==> config.mk <==
export PLATFORM = sky130hd
export DESIGN_NAME = multicycle_control
export DESIGN_NICKNAME = d
export VERILOG_FILES = /design/src/rtl/multicycle_control.sv
export SDC_FILE = /design/constraint.sdc
export NUM_CORES = 1
export LEC_CHECK = 0
export CORE_AREA = 10 10 47 49
export CTS_CLUSTER_SIZE = 8
export DETAILED_ROUTE_END_ITERATION = 6
export DIE_AREA = 0 0 57 59
export DONT_BUFFER_PORTS = 1
export PLACE_DENSITY_LB_ADDON = 0.25
export RECOVER_POWER = 100
export SETUP_SLACK_MARGIN = 0.15
export SKIP_CTS_REPAIR_TIMING = 1
export SYNTH_ARGS = -nofsm -noshare
export SYNTH_HDL_FRONTEND = slang
export SYNTH_SLANG_ARGS = --single-unit
==> constraint.sdc <==
create_clock -name clock -period 2.4 [get_ports clock]
set_clock_uncertainty 0.05 [all_clocks]
set_input_delay 0.36 -clock clock [delete_from_list [all_inputs] [get_ports clock]]
set_output_delay 0.36 -clock clock [all_outputs]
set_load 0.01 [all_outputs]
==> src/rtl/multicycle_control.sv <==
// multicycle_control: Moore FSM controller and ALU decoder for the 8-bit multicycle MIPS datapath.
// Define MC_BNE_EN to add the bne instruction (state 10, PCEn = ~Zero).
module multicycle_control (
    input  logic       clock,
    input  logic       reset,
    input  logic [5:0] Op,
    input  logic [5:0] Funct,
    input  logic       Zero,
    output logic [2:0] ALUControl,
    output logic       ALUSrcA,
    output logic [1:0] ALUSrcB,
    output logic [1:0] PCSrc,
    output logic       IorD,
    output logic       MemWrite,
    output logic       IRWrite,
    output logic       RegDst,
    output logic       MemtoReg,
    output logic       RegWrite,
    output logic       PCEn,
    output logic [3:0] State
);
    localparam logic [3:0] FETCH   = 4'd0;
    localparam logic [3:0] DECODE  = 4'd1;
    localparam logic [3:0] MEMADR  = 4'd2;
    localparam logic [3:0] MEMRD   = 4'd3;
    localparam logic [3:0] MEMWB   = 4'd4;
    localparam logic [3:0] MEMWR   = 4'd5;
    localparam logic [3:0] EXECUTE = 4'd6;
    localparam logic [3:0] ALUWB   = 4'd7;
    localparam logic [3:0] BRANCH  = 4'd8;
    localparam logic [3:0] ADDIEX  = 4'd9;
    localparam logic [3:0] JUMP    = 4'd11;
`ifdef MC_BNE_EN
    localparam logic [3:0] BNE     = 4'd10;
    localparam logic [5:0] OP_BNE  = 6'b000101;
`endif
    localparam logic [5:0] OP_LW   = 6'b100011;
    localparam logic [5:0] OP_SW   = 6'b101011;
    localparam logic [5:0] OP_R    = 6'b000000;
    localparam logic [5:0] OP_BEQ  = 6'b000100;
    localparam logic [5:0] OP_ADDI = 6'b001000;
    localparam logic [5:0] OP_J    = 6'b000010;

    logic [3:0] state_q, state_d, cur;
    logic [1:0] alu_op;
    logic [2:0] funct_ctl;
    logic       pc_write, branch;
`ifdef MC_BNE_EN
    logic       bne_br;
`endif

    always_ff @(posedge clock) begin
        if (reset) state_q <= FETCH;
        else       state_q <= state_d;
    end

    assign State = state_q;

    always_comb begin
        state_d = FETCH;
        case (state_q)
            FETCH:   state_d = DECODE;
            DECODE: begin
                case (Op)
                    OP_LW, OP_SW: state_d = MEMADR;
                    OP_R:         state_d = EXECUTE;
                    OP_BEQ:       state_d = BRANCH;
                    OP_ADDI:      state_d = ADDIEX;
                    OP_J:         state_d = JUMP;
`ifdef MC_BNE_EN
                    OP_BNE:       state_d = BNE;
`endif
                    default:      state_d = FETCH;
                endcase
            end
            MEMADR:  state_d = (Op == OP_SW) ? MEMWR : MEMRD;
            MEMRD:   state_d = MEMWB;
            EXECUTE: state_d = ALUWB;
            ADDIEX:  state_d = ALUWB;
            default: state_d = FETCH;
        endcase
    end

    // Reset decodes as FETCH so the muxes are steady, with every write strobe masked.
    assign cur = reset ? FETCH : state_q;

    always_comb begin
        ALUSrcA  = 1'b0;
        ALUSrcB  = 2'b00;
        PCSrc    = 2'b00;
        IorD     = 1'b0;
        MemWrite = 1'b0;
        IRWrite  = 1'b0;
        RegDst   = 1'b0;
        MemtoReg = 1'b0;
        RegWrite = 1'b0;
        alu_op   = 2'b00;
        pc_write = 1'b0;
        branch   = 1'b0;
`ifdef MC_BNE_EN
        bne_br   = 1'b0;
`endif
        case (cur)
            FETCH: begin
                IRWrite  = 1'b1;
                ALUSrcB  = 2'b01;
                pc_write = 1'b1;
            end
            DECODE:  ALUSrcB = 2'b11;
            MEMADR, ADDIEX: begin
                ALUSrcA = 1'b1;
                ALUSrcB = 2'b10;
            end
            MEMRD:   IorD = 1'b1;
            MEMWB: begin
                RegWrite = 1'b1;
                MemtoReg = 1'b1;
            end
            MEMWR: begin
                IorD     = 1'b1;
                MemWrite = 1'b1;
            end
            EXECUTE: begin
                ALUSrcA = 1'b1;
                alu_op  = 2'b10;
            end
            ALUWB: begin
                RegWrite = 1'b1;
                RegDst   = (Op == OP_R);
            end
            BRANCH: begin
                ALUSrcA = 1'b1;
                alu_op  = 2'b01;
                PCSrc   = 2'b01;
                branch  = 1'b1;
            end
`ifdef MC_BNE_EN
            BNE: begin
                ALUSrcA = 1'b1;
                alu_op  = 2'b01;
                PCSrc   = 2'b01;
                bne_br  = 1'b1;
            end
`endif
            JUMP: begin
                PCSrc    = 2'b10;
                pc_write = 1'b1;
            end
            default: ;
        endcase
        if (reset) begin
            IRWrite  = 1'b0;
            pc_write = 1'b0;
        end
    end

    always_comb begin
        funct_ctl = 3'b010;
        case (Funct)
            6'b100010: funct_ctl = 3'b110;
            6'b100100: funct_ctl = 3'b000;
            6'b100101: funct_ctl = 3'b001;
            6'b101010: funct_ctl = 3'b111;
            default:   funct_ctl = 3'b010;
        endcase
    end

    assign ALUControl = (alu_op == 2'b01) ? 3'b110 :
                        (alu_op == 2'b10) ? funct_ctl : 3'b010;

`ifdef MC_BNE_EN
    assign PCEn = pc_write | (branch & Zero) | (bne_br & ~Zero);
`else
    assign PCEn = pc_write | (branch & Zero);
`endif
endmodule

==> results of run 1 <==
[layout by cell type, fill, tap and decap left out, drive strengths merged, types with 3 or more instances in the layout]
cell	Yosys	routed
nor4	3	3
nor3	9	9
o21ai	4	4
clkbuf	3	6
a21oi	4	4
nand2	4	4
nor2b	3	3
nand2b	5	5
dfxtp	4	4
nor2	7	7
inv	3	3
or3	3	3
[per-stage QoR]
stage                     cells  hold slack, ps
after global routing         95             149
after global placement       92             394
after detailed placement     92             394
after CTS                    95             153
final                        95             154
after floorplan              76             498
[power breakdown]
| part | total [W] | switching (W) | leakage, nW | internal, W |
|---|---|---|---|---|
| Clock | 0.0000799 | 0.0000242 | 0.0138 | 0.0000557 |
| Sequential | 0.0000704 | 0.00000106 | 0.0326 | 0.0000693 |
| Combinational | 0.0000494 | 0.0000292 | 0.168 | 0.0000202 |
| Total | 0.000200 | 0.0000545 | 0.214 | 0.000145 |
[how the worst max path moves through the flow]
stage                                   start             to  slack (ps)  depth (start not counted)
after floorplan                         reset  ALUControl[1]         330                          5
after global placement                  reset  ALUControl[1]         410                          4
after detailed placement  State[0]$_SDFF_PP0_  ALUControl[1]         390                          3
after CTS                 State[0]$_SDFF_PP0_  ALUControl[1]         150                          3
after global routing      State[2]$_SDFF_PP0_           PCEn          80                          4
final                     State[0]$_SDFF_PP0_  ALUControl[1]         150                          3
[kinds of logic after synthesis]
logic type	after synthesis	synth area share, %
xor+xnor	3	4.98
compound gates	19	25.1
simple gates	42	47.6
buf+inv	8	7.11
flops	4	15.2
[critical path: cells and delay by family, from the launching register on]
| family | cells | cell delay, ps |
|---|---|---|
| DFF | 1 | 290 |
| and+or+nand+nor | 3 | 1320 |
[layer usage]
| layer | part of all wire (%) | GRT usage [%] | wire length [microns] | vias to the layer above |
|---|---|---|---|---|
| li1 | - | - | - | 290 |
| met1 | 36 | 8.86 | 606 | 266 |
| met2 | 48 | 14.7 | 812 | 36 |
| met3 | 14 | 5.58 | 236 | 4 |
| met4 | 1.3 | 5.03 | 21 | 0 |
| met5 | 0 | 0 | 0 | - |
[final cells by class]
type                    count  share of cell area, %
well taps                  16                   3.48
flip-flops and latches      4                   13.9
multi-input cells          64                   72.2
inverters                   3                   1.96
clock buffers               3                   3.91
repair buffers              5                   4.57
==> impl_summary.txt, run 1 <==
----------------------------------------------------
[Cells and area]
  Non-Filler Cell Area, Final ... 576 sq um
  Number of nets in the layout ... 96
  Post-layout utilization of the core ... 41.1%
  Diodes inserted ... 0
  Storage cell area ... 80.1 sq um
  Area taken by multi-input logic gates ... 415 sq um
  Layout filler cell count ... 157
  Fraction of final layout cells with drive strength greater than 1 ... 13.9%
  Area growth from synthesis to final layout ... 9.00%
  Max reg flops ... 4

[Drt]
  Via Count ... 596
  Detailed-routing iteration count for the pre-antenna-repair pass ... 4
  Post-DR vias/cell ... 6.27
  Wirelength, routed ... 1680 microns
  First-iteration detailed-routing DRC count ... 18
  Average wire per cell in the routed design ... 17.6 microns
  Residual DRC ... 0
  Remaining antenna violation count after routing ... 0

[Clock network]
  Number of CTS-inserted buffers ... 3
  Worst skew pair latency ... 230 ps
  TritonCTS clock tree ... built
  Sinks on Clock Net ... 4
  Clock-pin slew on the worst setup and hold paths ... 30 ps
  H-tree depth ... 1
  Largest buffer count on any clock path ... 2
  Root buffer selected by CTS ... clkbuf_4

[Die]
  Die Y-Extent ... 59 microns
  Initial core utilization ... 37.7%
  Cell Rows ... 14
  Horizontal extent of the die ... 57 microns
  Die footprint ... 3360 sq um
  Core area ... 1400 sq um
  Ports ... 34

[Worst setup path]
  Worst reg-to-reg path cell count ... 5
  Sort of element at the start of the critical path ... flip-flop
  Setup Crit Path Kind ... reg2out
  Critical path peak fanout ... 5
  CP Capture Type ... output port
  Cell breakdown of the critical path ... nand2b_1 -> or4b_1 -> or4b_4
  Data arrival time of the critical path ... 1840 ps
  Slowest CP cell ... or4b_1
  Endpoint of the lowest-slack register-to-register path ... State[1]$_SDFF_PP0_
  Crit path required time ... 1990 ps
  Max stage delay on crit path ... 580 ps
  Setup slack of the worst register-to-register path ... 730 ps
  Startpoint of the worst-slack reg-to-reg timing path ... State[0]$_SDFF_PP0_

[Hold path]
  Depth of the worst hold-timing path ... 1
  Startpoint of the lowest-slack hold path ... reset
  Hold endpoint ... State[2]$_SDFF_PP0_
  Worst min path class ... in2reg

[STA]
  Final hold vios ... 0
  Setup repair after global routing missed its margin ... no
  Count of pins over their slew limit ... 0
  Worst-case setup margin in the final layout ... 148 ps
  Transition time of the tightest slew-check pin ... 651 ps
  Highest clock frequency the design can meet ... 0.444 GHz
  Final Critical Period ... 2250 ps
  Crit share post-route ... 93.9%
  Setup tns final ... 0 ps
  Relative slew slack ... 56.6%
  Setup Viol. Count Final ... 0

[Place]
  Detail Placement HPWL ... 1360 microns
  Global placement routability congestion ... 0.827
  DP Worst Slack ... 390 ps
  Count of input and output buffers ... 0
  Total placed instance area ... 559 sq um

[Global route]
  Antenna violations before repair ... 0
  Pin count of the biggest net entering global routing ... 15
  Vias in the first global route ... 522
  Overall global routing resource usage ... 9.10%
  Overall overflow remaining after global route ... 0
  Wire length of the first global-routing pass ... 2420 microns

[Power]
  Worst-case vdd ir drop ... 142 uV
  Cell leakage power ... 0.214 nW
  Pwr Density ... 347 nW/um^2
  Total chip power ... 0.000200 W

[Yosys]
  Cell count after synthesis ... 76
  Leading post-synthesis cells by instance count ... 9 x nor3_1, 6 x nor2_1, 5 x nand2b_1
  Post-synthesis async set-or-reset flop share ... 0%
  Number of enable-type register cells in the synthesized netlist ... 0
  Cell with the most instances after synthesis ... nor3_1
  Mapped Area ... 528 sq um
  Area share of the leading cell type in the synthesized netlist ... 15.2%
  Nets in the synthesized netlist ... 91
  Seq/Total Area, Yosys ... 15.2%
  Post-Syn Area per Cell ... 6.95 sq um
  Leading area contributor after synthesis ... dfxtp_1
  Synthesis Warnings ... 0
  Number of register bits inferred by synthesis ... 4
  Ranking of synthesized cells by area ... dfxtp_1 15%, nor3_1 8.5%, nand2b_1 5.9%
  Count of distinct cell types in the synthesized netlist ... 34
  Primary FF master, synth ... dfxtp_1

[Run]
  Max-cap violations ... 0

[Outcome]
  Status ... finished clean

----------------------------------------------------
No activity file was read; power rests on OpenSTA's default activity.
==> run 2, diff against run 1 <==
--- a/config.mk
+++ b/config.mk
@@ -10,10 +10,12 @@
 export DETAILED_ROUTE_END_ITERATION = 6
 export DIE_AREA = 0 0 57 59
 export DONT_BUFFER_PORTS = 1
-export PLACE_DENSITY_LB_ADDON = 0.25
+export PLACE_DENSITY = 0.57
 export RECOVER_POWER = 100
 export SETUP_SLACK_MARGIN = 0.15
 export SKIP_CTS_REPAIR_TIMING = 1
+export SLEW_MARGIN = 15
 export SYNTH_ARGS = -nofsm -noshare
 export SYNTH_HDL_FRONTEND = slang
 export SYNTH_SLANG_ARGS = --single-unit
+export TNS_END_PERCENT = 5
==> impl_summary.txt, run 2 (synthesis results as in run 1) <==
----------------------------------------------------
[Outcome]
  Status ... finished clean

[Hold path]
  Worst min path class ... in2reg
  Startpoint of the lowest-slack hold path ... reset

[Cells and area]
  Max reg flops ... 4 (unchanged)
  Most common cell after layout, fill and taps aside ... nor3_1
  Fraction of final layout cells with drive strength greater than 1 ... 17.7% (+3.8 points)
  Diodes inserted ... 0 (unchanged)
  Most frequent cells in the layout ... 9 x nor3_1, 6 x nor2_1, 4 x nand2b_1, 4 x a21oi_1, 4 x o21ai_0
  Number of cells in the finished layout apart from fillers ... 95 (unchanged)
  Area growth from synthesis to final layout ... 11.4%
  Number of nets in the layout ... 96 (unchanged)

[STA]
  Transition time of the tightest slew-check pin ... 542 ps (-109 ps)
  Setup tns final ... 0 ps (unchanged)
  Final Critical Period ... 2250 ps (-6.58 ps)
  Highest clock frequency the design can meet ... 0.445 GHz (+0.29%)
  Final hold vios ... 0 (unchanged)
  Setup Viol. Count Final ... 0 (unchanged)
  Setup repair after global routing missed its margin ... yes
  Worst-case setup margin in the final layout ... 154 ps (+6.58 ps)
  Relative slew slack ... 63.5% (+6.9 points)
  Crit share post-route ... 93.6% (-0.27 points)
  Count of pins over their slew limit ... 0 (unchanged)

[Global route]
  Overall overflow remaining after global route ... 0 (unchanged)
  Vias in the first global route ... 581 (+11%)
  Wire length of the first global-routing pass ... 2820 microns (+16%)
  Pin count of the biggest net entering global routing ... 15 (unchanged)
  Overall global routing resource usage ... 10.5% (+1.4 points)
  Antenna violations before repair ... 0 (unchanged)

[Worst setup path]
  Setup Crit Path Kind ... reg2out
  Critical path peak fanout ... 5 (unchanged)
  Crit path required time ... 1990 ps (about the same)
  Worst Path Buf+Inv ... 0 (unchanged)
  Sort of element at the start of the critical path ... flip-flop
  Max stage delay on crit path ... 580 ps (about the same)
  Startpoint of the worst-slack reg-to-reg timing path ... State[0]$_SDFF_PP0_
  Data arrival time of the critical path ... 1840 ps (about the same)
  Cell breakdown of the critical path ... nor2_4 -> nand2_4 -> or4b_4 -> or4b_1
  Slowest CP cell ... or4b_1
  Startpoint of the worst setup timing path ... State[3]$_SDFF_PP0_
  Family with the most delay on the worst path ... simple AND/OR/NAND/NOR gates
  CP Capture Type ... output port

[Place]
  DP Worst Slack ... 385 ps (-5.35 ps)
  Post-Place Cells ... 92 (unchanged)
  Global placement routability congestion ... 0.771 (-6.7%)
  Count of input and output buffers ... 0 (unchanged)
  Detail Placement HPWL ... 1390 microns (+1.9%)

[Drt]
  Wirelength, routed ... 1770 microns (+5.5%)
  Remaining antenna violation count after routing ... 0 (unchanged)
  Average wire per cell in the routed design ... 18.6 microns (+5.5%)
  Detailed-routing iteration count for the pre-antenna-repair pass ... 4 (unchanged)
  Residual DRC ... 0 (unchanged)
  First-iteration detailed-routing DRC count ... 37 (+19)
  Post-DR vias/cell ... 6.19 (-1.3%)
  Via Count ... 588 (-1.3%)

[Clock network]
  Number of CTS-inserted buffers ... 3 (unchanged)
  Clock-pin slew on the worst setup and hold paths ... 30 ps (about the same)
  Largest buffer count on any clock path ... 2 (unchanged)
  TritonCTS clock tree ... built
  Sinks on Clock Net ... 4 (unchanged)
  Worst skew pair latency ... 240 ps (about the same)
  Root buffer selected by CTS ... clkbuf_4
  H-tree depth ... 1 (unchanged)

[Die]
  Ports ... 34 (unchanged)
  Die footprint ... 3360 sq um (unchanged)
  Die Y-Extent ... 59 microns (unchanged)
  Cell Rows ... 14 (unchanged)
  Core area ... 1400 sq um (unchanged)
  Horizontal extent of the die ... 57 microns (unchanged)
  Initial core utilization ... 37.7% (unchanged)

[Power]
  Worst-case vdd ir drop ... 169 uV (+19%)
  Cell leakage power ... 0.223 nW (+4.1%)
  Pwr Density ... 349 nW/um^2 (+0.72%)

[Run]
  Max-cap violations ... 0 (unchanged)

----------------------------------------------------
-- run 2: changes by cell type in the layout (fill, tap and decap cells not counted) --
cell      before  now
buf_4          2    3
clkbuf_1       3    2
nand2b_4       0    1
nand2b_1       5    4
dfxtp_2        0    1
dfxtp_1        4    3
-- run 2: area by class of cell --
class / count / area, sq um
clock buffers: 3 / 22.5
repair buffers: 5 / 30.0
fillers: 165 / 813
multi-input cells: 64 / 423
flip-flops and latches: 4 / 81.3
well taps: 16 / 20.0
inverters: 3 / 11.3
-- run 2: power by group --
part           internal, W  switching (W)  total (W)
Sequential       0.0000693     0.00000148  0.0000708
Clock            0.0000559      0.0000275  0.0000834
Combinational    0.0000214      0.0000299  0.0000513
Total             0.000147      0.0000589   0.000205
-- run 2: worst paths after layout --
kind,to,slack (ps),cells past startpoint
worst max-delay path,ALUControl[1],150,4
worst min-delay path,State[2]$_SDFF_PP0_,150,1
worst max register to register,State[1]$_SDFF_PP0_,660,5
worst min register to register,State[0]$_SDFF_PP0_,540,3
-- run 2: routing by layer --
metal,vias up,share of wire [%],GRT usage (%)
li1,290,-,-
met1,265,40,11.8
met2,29,44,14.6
met3,4,14,6.01
met4,0,2.0,7.38
met5,-,0,0
-- run 2: stage by stage --
| step | util (%) | hold slack (ps) | total power (W) | area [sq um] |
|---|---|---|---|---|
| after CTS | 41.5 | 145 | 0.000207 | 582 |
| final | 42.0 | 149 | 0.000205 | 588 |
| after detailed placement | 39.9 | 396 | 0.000122 | 559 |
| after global placement | 39.9 | 394 | 0.000122 | 559 |
| after global routing | 42.0 | 148 | 0.000214 | 588 |
| after floorplan | - | 498 | 0.000115 | 528 |
